File: config.mk
export PLATFORM = sky130hd
export DESIGN_NAME = ldst_control_unit
export DESIGN_NICKNAME = d
export VERILOG_FILES = /design/src/rtl/ldst_control_unit.sv
export SDC_FILE = /design/constraint.sdc
export NUM_CORES = 1
export LEC_CHECK = 0
export ABC_AREA = 1
export CAP_MARGIN = 10
export CELL_PAD_IN_SITES_DETAIL_PLACEMENT = 0
export CELL_PAD_IN_SITES_GLOBAL_PLACEMENT = 1
export CORE_ASPECT_RATIO = 1.1
export CORE_MARGIN = 3
export CORE_UTILIZATION = 28
export DETAILED_ROUTE_END_ITERATION = 10
export PLACE_DENSITY = 0.79
export REMOVE_ABC_BUFFERS = 1
export SLEW_MARGIN = 20
export SYNTH_ARGS = -nofsm -noshare
export SYNTH_HDL_FRONTEND = slang
export SYNTH_SLANG_ARGS = --single-unit
File: constraint.sdc
create_clock -name clock -period 2 [get_ports clock]
set_clock_uncertainty 0.2 [all_clocks]
set_input_delay 0.2 -clock clock [delete_from_list [all_inputs] [get_ports clock]]
set_output_delay 0.2 -clock clock [all_outputs]
set_load 0.05 [all_outputs]
File: src/rtl/ldst_control_unit.sv
// Control sequencer for the DataPath. It runs the fetch cycle, decodes the IR opcode and
// steps through the ld/ldi/st/nop/halt micro-steps, waiting on mem_ready for memory accesses.
module ldst_control_unit #(
  parameter logic [4:0]  ADD_OP = 5'b00011,
  parameter int unsigned CNT_W  = 16
) (
  input  logic             clock,
  input  logic             clear,
  input  logic [31:0]      ir,
  input  logic             mem_ready,
  output logic             PCout,
  output logic             MARin,
  output logic             IncPC,
  output logic             RZin,
  output logic             RZLOout,
  output logic             PCin,
  output logic             Read,
  output logic             Write,
  output logic             MDRin,
  output logic             MDRout,
  output logic             IRin,
  output logic             grb,
  output logic             gra,
  output logic             rin,
  output logic             rout,
  output logic             BAout,
  output logic             RYin,
  output logic             Cout,
  output logic [4:0]       ops,
  output logic             run,
  output logic             illegal,
  output logic [CNT_W-1:0] instr_count
);

  typedef enum logic [3:0] {
    INIT = 4'd0, T0, T1, T2, T3, T4, T5, T6, T7, HALT
  } state_t;

  typedef enum logic [2:0] {
    K_LD = 3'd0, K_LDI, K_ST, K_NOP, K_HALT, K_ILL
  } kind_t;

  function automatic kind_t classify(input logic [4:0] op);
    kind_t k;
    case (op)
      5'b00000: k = K_LD;
      5'b00001: k = K_LDI;
      5'b00010: k = K_ST;
      5'b11010: k = K_NOP;
      5'b11011: k = K_HALT;
      default:  k = K_ILL;
    endcase
    return k;
  endfunction

  state_t           state_r;
  state_t           next_s;
  kind_t            kind_r;
  kind_t            op_kind_s;
  logic             retire_s;
  logic             mem_op_s;
  logic [CNT_W-1:0] count_r;

  assign op_kind_s   = classify(ir[31:27]);
  assign mem_op_s    = (op_kind_s == K_LD) || (op_kind_s == K_LDI) || (op_kind_s == K_ST);
  assign instr_count = count_r;

  // Next-state selection and detection of the edge that retires an instruction
  always_comb begin
    next_s   = state_r;
    retire_s = 1'b0;
    case (state_r)
      INIT: next_s = T0;
      T0:   next_s = T1;
      T1:   if (mem_ready) next_s = T2; else next_s = T1;
      T2:   next_s = T3;
      T3: begin
        case (op_kind_s)
          K_LD, K_LDI, K_ST: next_s = T4;
          K_NOP:  begin next_s = T0;   retire_s = 1'b1; end
          K_HALT: begin next_s = HALT; retire_s = 1'b1; end
          default: next_s = T0;
        endcase
      end
      T4:   next_s = T5;
      T5:   if (kind_r == K_LDI) begin next_s = T0; retire_s = 1'b1; end else next_s = T6;
      // only ld waits in T6; st waits for its Write in T7
      T6:   if ((kind_r == K_ST) || mem_ready) next_s = T7; else next_s = T6;
      T7:   if (mem_ready) begin next_s = T0; retire_s = 1'b1; end else next_s = T7;
      HALT: next_s = HALT;
      default: next_s = INIT;
    endcase
  end

  // State, latched instruction class and retired-instruction counter
  always_ff @(posedge clock) begin
    if (!clear) begin
      state_r <= INIT;
      kind_r  <= K_NOP;
      count_r <= {CNT_W{1'b0}};
    end else begin
      state_r <= next_s;
      if (state_r == T3) kind_r <= op_kind_s; else kind_r <= kind_r;
      if (retire_s) count_r <= count_r + {{(CNT_W-1){1'b0}}, 1'b1};
      else          count_r <= count_r;
    end
  end

  // Strobe decode from the current state (the IR class is only consulted from T3 onward)
  always_comb begin
    {PCout, MARin, IncPC, RZin, RZLOout, PCin, Read, Write, MDRin, MDRout, IRin} = 11'b0;
    {grb, gra, rin, rout, BAout, RYin, Cout, illegal} = 8'b0;
    ops = 5'b00000;
    run = (state_r != INIT) && (state_r != HALT);
    case (state_r)
      T0: {PCout, MARin, IncPC, RZin} = 4'b1111;
      T1: {RZLOout, PCin, Read, MDRin} = 4'b1111;
      T2: {MDRout, IRin} = 2'b11;
      T3: begin
        if (mem_op_s) {grb, BAout, RYin} = 3'b111;
        else if (op_kind_s == K_ILL) illegal = 1'b1;
        else illegal = 1'b0;
      end
      T4: begin
        {Cout, RZin} = 2'b11;
        ops = ADD_OP;
      end
      T5: begin
        RZLOout = 1'b1;
        if (kind_r == K_LDI) {gra, rin} = 2'b11; else MARin = 1'b1;
      end
      T6: if (kind_r == K_ST) {gra, rout, MDRin} = 3'b111; else {Read, MDRin} = 2'b11;
      T7: if (kind_r == K_ST) Write = 1'b1; else {MDRout, gra, rin} = 3'b111;
      default: run = run;
    endcase
  end

endmodule

After elaboration in Yosys (flattened, before gate mapping)
Cells that the tools add are included.

storage, ports and cells
  bits in registers = 23
  input port bits = 35
  output and inout port bits = 41
  word-level logic and storage cells = 72

operators by class
  add/subtract/negate cells = 1
  equality and inequality tests = 21
  muxes and demuxes = 34
  reductions and logical operators = 13

operator list
  kind                   count
  $pmux 4 s10            1
  $mux 1                 21
  $add 16x1->16 const B  1
  $eq 4x3->1 const B     4
  $pmux 3 s5             1
  $eq 5x5->1 const B     2
  $eq 3x2->1 const B     3
  $eq 4x2->1 const B     2
  $eq 4x4->1 const B     2
  $mux 4                 2
  $pmux 1 s2             4
  $pmux 4 s2             1
  $reduce_or 2->1        4
  $eq 3x1->1 const B     2
  $eq 3x3->1 const B     2
  $pmux 1 s3             2
  $eq 5x1->1 const B     1
  $eq 5x2->1 const B     1
  $logic_not 5->1        1
  $eq 4x1->1 const B     1
  $logic_not 4->1        1
  $ne 4x4->1 const B     1
  $reduce_bool 4->1      1
  $logic_not 3->1        1
  other kinds (5)        7

Longest topological paths before layout
Gate-level depths: netlist of the first run.

  depth after elaboration = 7
  gate-level depth with buffers = 11
  depth with buffers taken out = 10

Worst setup path before layout of the first run
No wires, ideal clock.

  kind = register -> output
  start point = register state_r[3]
  end point = output gra
  data arrival time = 2249 ps
  data required time = 1600 ps
  setup slack = -649 ps
  cell stages (with the launch flop) = 8
  buffers on the path = 1
  path through = dfxtp_1 > buf_6 > inv_2 > nand2_4 > inv_4 > nand2_2 > o21ai_0 > or2_2

between the ends
  longest elaborated chain between the ends = 2
  elaborated cells between the ends (all ways) = 4
  classes of those cells = eq/ne (3); mux (1)

RTL lines
  what                                             RTL line  RTL
  start: declaration                               56        state_t state_r;
  start signal: assignment                         102       state_r <= next_s;
  $eq 4x4->1 / $eq 4x3->1 (equally long branches)  115       case (state_r)
  $pmux 1 s3 *                                     115
  end: declaration                                 23        output logic gra,

Every way passes the cells marked *; elsewhere a longest branch is shown, timed or not.

Worst setup path after layout of the first run
  start point = register kind_r[1]
  end point = output gra

between the ends
  longest elaborated chain between the ends = 3
  elaborated cells between the ends (all ways) = 6
  classes of those cells = eq/ne (2); mux (4)

RTL lines
  what                                             RTL line       RTL
  start: declaration                               58             kind_t kind_r;
  start signal: assignment                         103            if (state_r == T3) kind_r <= op_kind_s; else kind_r <= kind_r;
  $eq 3x2->1 / $eq 3x1->1 (equally long branches)  132, 133, 130
  $mux 1, on equally long branches                 133, 130, 132
  $pmux 1 s3 *                                     115

Marked as above.

==> results.toml, run 1 <==
[run_status]
outcome = "finished, final reports clean"

[sta]
finalSetupViolCount = 0
tns_ps = 0
final_hold_viol_count = 0
holdWs_ps = 245
slew_viol_final = 0
fin_crit_sh = 0.966
setup_ws_ps = 68.6
fmax_mhz = 518
rsz0062_at_grt = "yes"
min_period_ps = 1930

[synth]
avgSynthCellArea_sq_um = 6.41
syn_inst = 266
syn_area_sq_um = 1710
postSynthRegisterBits = 23
yosysSeqAreaShare = 0.270
ys_warn_count = 0
synth_cell_type_count = 31

[floorplanning]
die_h_um = 87.9
io_pins = 76
die-area_sq_um = 7060
rows = 29
core-area_sq_um = 5840
start_util = 0.292
die_x_um = 80.4

[placed_design]
gp_congestion = 0.851
place_hpwl_um = 3710
io_buffer_count = 45
place_ws_ps = -26.8

[cts]
clk_latency_ps = 260
cts_tree = "done"
cts_inserted_buffers = 3
root_buffer = "clkbuf_8"
cts_hold_buf = 0
htreeDepth = 1
clkTransAtPathRegs_ps = 80
clock_path_buffers = 2
clock_sinks = 23

[routing]
vias = 1791
remaining_drc_errors = 0
met3_length_um = 235
wl_per_cell_um = 11.1
routed_wl_um = 4450
highest_layer = "met4"
wl_met2_um = 2240
detail_route.vias_per_cell = 4.48
firstDrtPassIters = 4
drt-initial-drc-count = 45
antenna_left = 0
wl_met1_um = 1940

[power]
power.leakage_nw = 1.13
ir_drop_mv = 0.320
powerDensity_nw_per_um2 = 552

[layout]
diodes = 0
drive_above_1_share = 0.313
area_growth_pct = 50.5
fill_cells = 602
nets = 360
multi_input_area_sq_um = 1040
regArea_sq_um = 464

[worst_setup_path]
cp_max_fo = 6
cp.required_ps = 1600
worst_ep_arrival_time_ps = 1530
crit_type = "flip-flop to output pin"
critical_path.endpoint_type = "output pin"
start_kind = "flip-flop"

[global_routing]
antenna_found_initial = 0
grt_overflow = 0
grt_pass1_wl_um = 7510
grt_max_degree = 14
track_usage = 0.130
grt_pass1_vias = 1679

[run]
max_cap_violations = 0

[worst_hold_path]
hp-class = "primary input to flip-flop"
where the power goes:
group	switching (mW)	internal (mW)	total, mW
Combinational	0.375	0.250	0.625
Clock	0.154	0.139	0.293
Sequential	0.0224	0.475	0.497
critical path: stages (launching register included):
cell	delay [ps]
dfxtp_1	310
inv_1	50
nor2_1	120
nand2_2	110
nand4_1	120
o21ai_1	90
or2_2	300
buf_12	160
synthesized netlist by cell type:
master     instances  area [sq um]
a21oi_1           17          85.1
buf_6              1          11.3
buf_4              9          67.6
nand2_1           55           206
inv_2              2          7.51
or2_2              1          6.26
buf_12             1          20.0
conb_1             1          3.75
o21ai_0           13          65.1
dfxtp_1           23           460
inv_4              2          12.5
nor2_4             4          45.0
nand3_4            1          17.5
nand3_1           26           130
xor2_1             4          35.0
clkbuf_1           1          3.75
nand2_4            4          45.0
a21oi_2            5          43.8
nor2_2             1          6.26
xnor2_1            2          17.5
and2_1             1          6.26
inv_1             29           109
o211ai_1           1          7.51
clkinv_1           1          3.75
nand2_2           10          62.6
nand4_1            6          37.5
nor3_1             4          20.0
buf_2              1          5.00
nor2_1            38           143
ha_1               1          12.5
o2111ai_1          1          8.76
stage by stage:
step | cell area [sq um] | power [mW] | util | std cells
finish | 2570 | 1.42 | 0.439 | 400
global route | 2570 | 1.50 | 0.439 | 400
CTS | 2520 | 1.43 | 0.431 | 399
detailed placement | 2470 | 1.12 | 0.423 | 395
global placement | 2470 | 1.12 | 0.423 | 395
floorplan | 1610 | 0.843 | - | 255
state kept, by name (all words and copies together) (netlist names):
name,flops
kind_r,3
instr_count,16
state_r,4
per-layer routing:
layer / global-route usage / up-vias
met5: 0 / -
met1: 0.154 / 790
li1: - / 951
met4: 0.0276 / 0
met3: 0.0165 / 4
met2: 0.246 / 46
timing repair:
item | in CTS | in global routing
endpoints found under the setup margin | 7 | 8
setup buffers | 0 | 1
pin swaps | 0 | 1
gates resized for setup | 4 | 15
layout make-up:
class | count | area share
inverters | 34 | 0.0517
well taps | 77 | 0.0375
clock inverters | 1 | 0.00195
clock buffers | 3 | 0.0161
multi-input cells | 198 | 0.405
flip-flops and latches | 23 | 0.181
repair buffers | 64 | 0.307
kinds of logic (layout without fill, tap and decap cells):
kind of cell,Yosys count,after routing,synth area share
AOI/OAI and AO/OA,37,37,0.123
and+or+nand+nor,151,151,0.426
xor gates and xnor gates,6,6,0.0308
other,1,3,0.00220
buffers and inverters,47,102,0.141
adders and majority gates,1,1,0.00734
DFF,23,23,0.270
placed cells by master (no fill, tap or decap), types with 2 or more instances in the layout:
cell type and count:
dlymetal6s2s_1 5, inv_2 3, o21ai_0 10, nor2_4 4, inv_1 28, nor3_2 2
xnor2_1 2, inv_4 2, nand4_1 6, nand3_1 25, nand2_2 12, clkbuf_8 3
nor3_1 2, buf_4 34, o21ai_1 2, nor2_2 2, nand2_4 4, nand2_1 53
clkdlybuf4s50_1 3, nor2_1 37, a21oi_1 17, conb_1 3, buf_12 22, a21oi_2 5
dfxtp_2 3, xor2_1 4, dfxtp_1 20
path summary, 6_finish.rpt:
check            startpoint        endpoint  slack, ps  depth (start not counted)
max               kind_r[1]             gra         70                          7
min                  ir[27]       kind_r[1]        240                          6
max reg2reg  instr_count[1]  instr_count[8]        230                          7
min reg2reg       kind_r[0]       kind_r[0]        310                          2
(Power assumes the default switching activity.)
==> run 2, diff against run 1 <==
--- a/config.mk
+++ b/config.mk
@@ -9,7 +9,7 @@
 export CAP_MARGIN = 10
 export CELL_PAD_IN_SITES_DETAIL_PLACEMENT = 0
 export CELL_PAD_IN_SITES_GLOBAL_PLACEMENT = 1
-export CORE_ASPECT_RATIO = 1.1
+export CORE_ASPECT_RATIO = 2
 export CORE_MARGIN = 3
 export CORE_UTILIZATION = 28
 export DETAILED_ROUTE_END_ITERATION = 10
==> run 2 against run 1 <==
Net effect: die area grew 0.79%; global-route usage grew 1.8 points; first-iteration DRC count grew 18%; final area grew 0.49%; critical path depth shrank 2; largest power group unchanged; critical path type unchanged; via count grew 2.5%; sequential share of layout area shrank 0.14 points; sequential cell count is the same; worst hold slack gained 39 ps; final cell count shrank 4.3%.
==> results.toml, run 2 (synthesized netlist as in run 1, its figures left out) <==
[global_routing]
track_usage = 0.148
grt_pass1_wl_um = 8060
grt_pass1_vias = 1782
grt_max_degree = 15
grt_overflow = 0
antenna_found_initial = 0

[worst_setup_path]
cp_slowest_cell = "dfxtp_1"
cp_cell_sequence = "nand2_4, inv_4, nand2_4, nor2_2, buf_12"
crit_type = "flip-flop to output pin"
start_kind = "flip-flop"
r2r_slack_ps = 210
cp_max_fo = 4
cp.required_ps = 1600
worst_ep_arrival_time_ps = 1530
rr_worst_depth = 7
r2r-start = "instr_count[0]"
worst_r2r_endpoint = "instr_count[8]"
critical_path.endpoint_type = "output pin"
crit_top_cell = "nand2_4"
slowest_delay_ps = 450

[power]
ir_drop_mv = 0.345
powerDensity_nw_per_um2 = 614
power.leakage_nw = 1.11

[sta]
final_hold_viol_count = 0
fin_crit_sh = 0.963
worst-slew-pin-transition_ps = 496
fmax_mhz = 519
slew_viol_final = 0
rsz0062_at_grt = "no"
finalSetupViolCount = 0
min_period_ps = 1930
tns_ps = 0
slew-limit-headroom = 0.668

[layout]
area_growth_pct = 51.2
drive_above_1_share = 0.301
nets = 359
final_common_cell = "nand2_1"
final_cell_mix = "nand2_1, nor2_1, buf_4"
largest_register_ffs = 16
fin_cells = 383
diodes = 0

[cts]
cts_tree = "done"
cts_inserted_buffers = 3
clk_latency_ps = 260
htreeDepth = 1
clock_sinks = 23
root_buffer = "clkbuf_16"
clock_path_buffers = 2
cts_hold_buf = 0
clkTransAtPathRegs_ps = 60

[floorplanning]
die-area_sq_um = 7120
die_x_um = 61.2
die_h_um = 116
io_pins = 76
rows = 39
start_util = 0.294
core-area_sq_um = 5810

[placed_design]
gp_congestion = 0.959
place_inst = 379
place_hpwl_um = 4010
io_buffer_count = 45

[routing]
routed_wl_um = 4920
vias = 1836
detail_route.vias_per_cell = 4.79
wl_per_cell_um = 12.8
antenna_left = 0
drt-initial-drc-count = 53
firstDrtPassIters = 4
remaining_drc_errors = 0

[run]
max_cap_violations = 0

[worst_hold_path]
holdPathEnd = "kind_r[0]"
hold_depth = 6
worstHoldStart = "ir[27]"
hp-class = "primary input to flip-flop"

[run_status]
outcome = "finished, final reports clean"
==> run 2: what timing repair did <==
action                     in CTS  in global routing
buffers inserted                0                  0
hold endpoints to repair        0                  0
setup endpoints to repair       7                  5
resized for setup               5                 11
==> run 2: per-stage QoR <==
step           hold WS, ps  cell area [sq um]  worst slack, ps  utilization  total power [mW]
5_1_grt                334               2580             3.49        0.444              1.65
2_1_floorplan         97.6               1610            -1050            -             0.843
6_report               284               2580             73.3        0.444              1.58
4_1_cts                318               2550             6.95        0.438              1.59
3_5_place_dp           303               2460            -26.5        0.423              1.14
3_3_place_gp           285               2460            -23.2        0.423              1.14
==> run 2: worst max path at each step <==
stage / cells past startpoint / slack [ps] / to / start
after CTS: 9 / 7 / illegal / ir[27]
after global placement: 9 / -20 / illegal / ir[27]
after floorplan: 7 / -1050 / state_r[2] / state_r[3]
after detailed placement: 9 / -30 / illegal / ir[27]
final: 5 / 70 / RYin / state_r[2]
after global routing: 7 / 3 / gra / kind_r[1]
==> run 2: power breakdown <==
part	switching (mW)	internal (mW)	total, mW	leakage, nW
clock network	0.173	0.272	0.445	0.0382
registers	0.0238	0.475	0.499	0.186
logic	0.383	0.257	0.640	0.882
==> run 2: final cells by class <==
| class | instances | area (sq um) |
|---|---|---|
| repair buffers | 63 | 781 |
| well taps | 61 | 76.3 |
| flip-flops and latches | 23 | 463 |
| clock buffers | 4 | 78.8 |
| fillers | 597 | 3230 |
| inverters | 34 | 133 |
| multi-input cells | 198 | 1050 |
==> run 2: critical path: cells and delay by family, from the launching register on <==
kind	cells	cell delay [ps]
DFF	1	450
and+or+nand+nor	3	530
buffers and inverters	2	280
==> run 2: routing by layer <==
layer	track usage	up-vias	share of wire
li1	-	948	-
met1	0.155	823	0.37
met2	0.282	55	0.56
met3	0.0144	10	0.041
met4	0.0593	0	0.028
met5	0	-	0
==> run 3, diff against run 2 <==
--- a/config.mk
+++ b/config.mk
@@ -11,9 +11,10 @@
 export CELL_PAD_IN_SITES_GLOBAL_PLACEMENT = 1
 export CORE_ASPECT_RATIO = 2
 export CORE_MARGIN = 3
-export CORE_UTILIZATION = 28
+export CORE_UTILIZATION = 42
 export DETAILED_ROUTE_END_ITERATION = 10
-export PLACE_DENSITY = 0.79
+export DONT_BUFFER_PORTS = 1
+export PLACE_DENSITY = 0.77
 export REMOVE_ABC_BUFFERS = 1
 export SLEW_MARGIN = 20
 export SYNTH_ARGS = -nofsm -noshare
==> run 3 against run 2 <==
Net effect: combinational power down 24%; register-to-register slack worse by 60 ps; clock power down 37%; final cell count down 8.6%; routed wire length down 14%; clock-buffer cell count unchanged; critical path depth up 1; sequential share of layout area up 4.1 points; global-route usage up 4.2 points; die area down 31%; highest routed layer unchanged.
==> results.toml, run 3 (synthesized netlist as in run 1, its figures left out) <==
[cts]
cts_tree = "done"
clock_sinks = 23
htreeDepth = 1
root_buffer = "clkbuf_8"
cts_inserted_buffers = 3
clock_path_buffers = 2
clkTransAtPathRegs_ps = 80
clk_latency_ps = 260

[sta]
setup_ws_ps = 126
slew_viol_final = 0
min_period_ps = 1870
rsz0062_at_grt = "no"
fmax_mhz = 534
finalSetupViolCount = 0
final_hold_viol_count = 0
fin_crit_sh = 0.937
holdWs_ps = 26.1

[layout]
multi_input_area_sq_um = 1030
largest_register_ffs = 16
final_cell_mix = "nand2_1, nor2_1, buf_4"
fill_cells = 424
diodes = 0
nets = 336
drive_above_1_share = 0.261
final_common_cell = "nand2_1"
area_growth_pct = 23.3
regArea_sq_um = 463

[floorplanning]
rows = 32
core-area_sq_um = 3880
die_x_um = 51.1
die_h_um = 96.1
die-area_sq_um = 4910
io_pins = 76
start_util = 0.439

[worst_setup_path]
start_kind = "flip-flop"
crit_type = "flip-flop to output pin"
cp.required_ps = 1600
cp_max_fo = 5
worst_ep_arrival_time_ps = 1470
critical_path.endpoint_type = "output pin"

[power]
power.leakage_nw = 0.909
power_mw = 1.27
ir_drop_mv = 0.614
powerDensity_nw_per_um2 = 602

[routing]
firstDrtPassIters = 5
detail_route.vias_per_cell = 5.03
drt-initial-drc-count = 39
routed_wl_um = 4250
vias = 1759
antenna_left = 0
remaining_drc_errors = 0
wl_per_cell_um = 12.1

[worst_hold_path]
hp-class = "primary input to flip-flop"

[global_routing]
grt_overflow = 0
grt_pass1_vias = 1630
grt_pass1_wl_um = 7270
grt_max_degree = 19
track_usage = 0.190
antenna_found_initial = 0

[run]
max_cap_violations = 0

[placed_design]
place_ws_ps = 129
place_hpwl_um = 3410
gp_congestion = 0.826
io_buffer_count = 0

[run_status]
outcome = "finished, final reports clean"
-- run 3: cell count changes in the layout (fill, tap and decap cells not counted), sizes merged --
cell           delta
dlymetal6s2s      -2
buf              -14
dlygate4sd3       +2
clkdlybuf4s50     -9
-- run 3: final timing paths --
check,end,slack [ps],startpoint,depth (start not counted)
max,gra,130,state_r[0],6
min,kind_r[2],30,ir[27],2
max reg2reg,state_r[3],150,state_r[2],9
min reg2reg,kind_r[1],330,kind_r[1],2
-- run 3: worst max-delay path, stage by stage, from the launching register on --
cell     delay, ps
dfxtp_2        390
inv_1           90
nor3_1         170
buf_4          150
inv_1           50
nor2_1         130
or2_4          240
-- run 3: timing repair --
item	CTS	global route
gates resized for setup	1	5
hold endpoints to repair	11	0
endpoints found under the setup margin	1	8
setup buffers	0	3
hold buffers	2	0
pin swaps	0	1
-- run 3: per-layer routing --
layer  up-vias  global-route usage  routed length (um)
met3         4              0.0248                 173
met5         -                   0                   0
met4         0              0.0494                  38
met2        35               0.377                2460
li1        903                   -                   -
met1       817               0.201                1570
-- run 3: stage by stage --
step,area (sq um),TNS [ps],util,std cells
after floorplan,1610,-6470,-,255
after global placement,2000,0,0.516,341
after detailed placement,2000,0,0.516,341
after CTS,2070,0,0.534,347
after global routing,2100,0,0.541,350
final,2100,0,0.541,350
-- run 3: area by class of cell --
| type | count | share of cell area |
|---|---|---|
| inverters | 34 | 0.0631 |
| repair buffers | 40 | 0.175 |
| well taps | 51 | 0.0304 |
| multi-input cells | 198 | 0.490 |
| clock buffers | 4 | 0.0214 |
| flip-flops and latches | 23 | 0.220 |
-- run 3: report_power, final --
group	internal [mW]	switching, mW	leakage, nW	total, mW
logic	0.145	0.343	0.699	0.488
clock network	0.142	0.139	0.0228	0.281
registers	0.475	0.0223	0.186	0.497
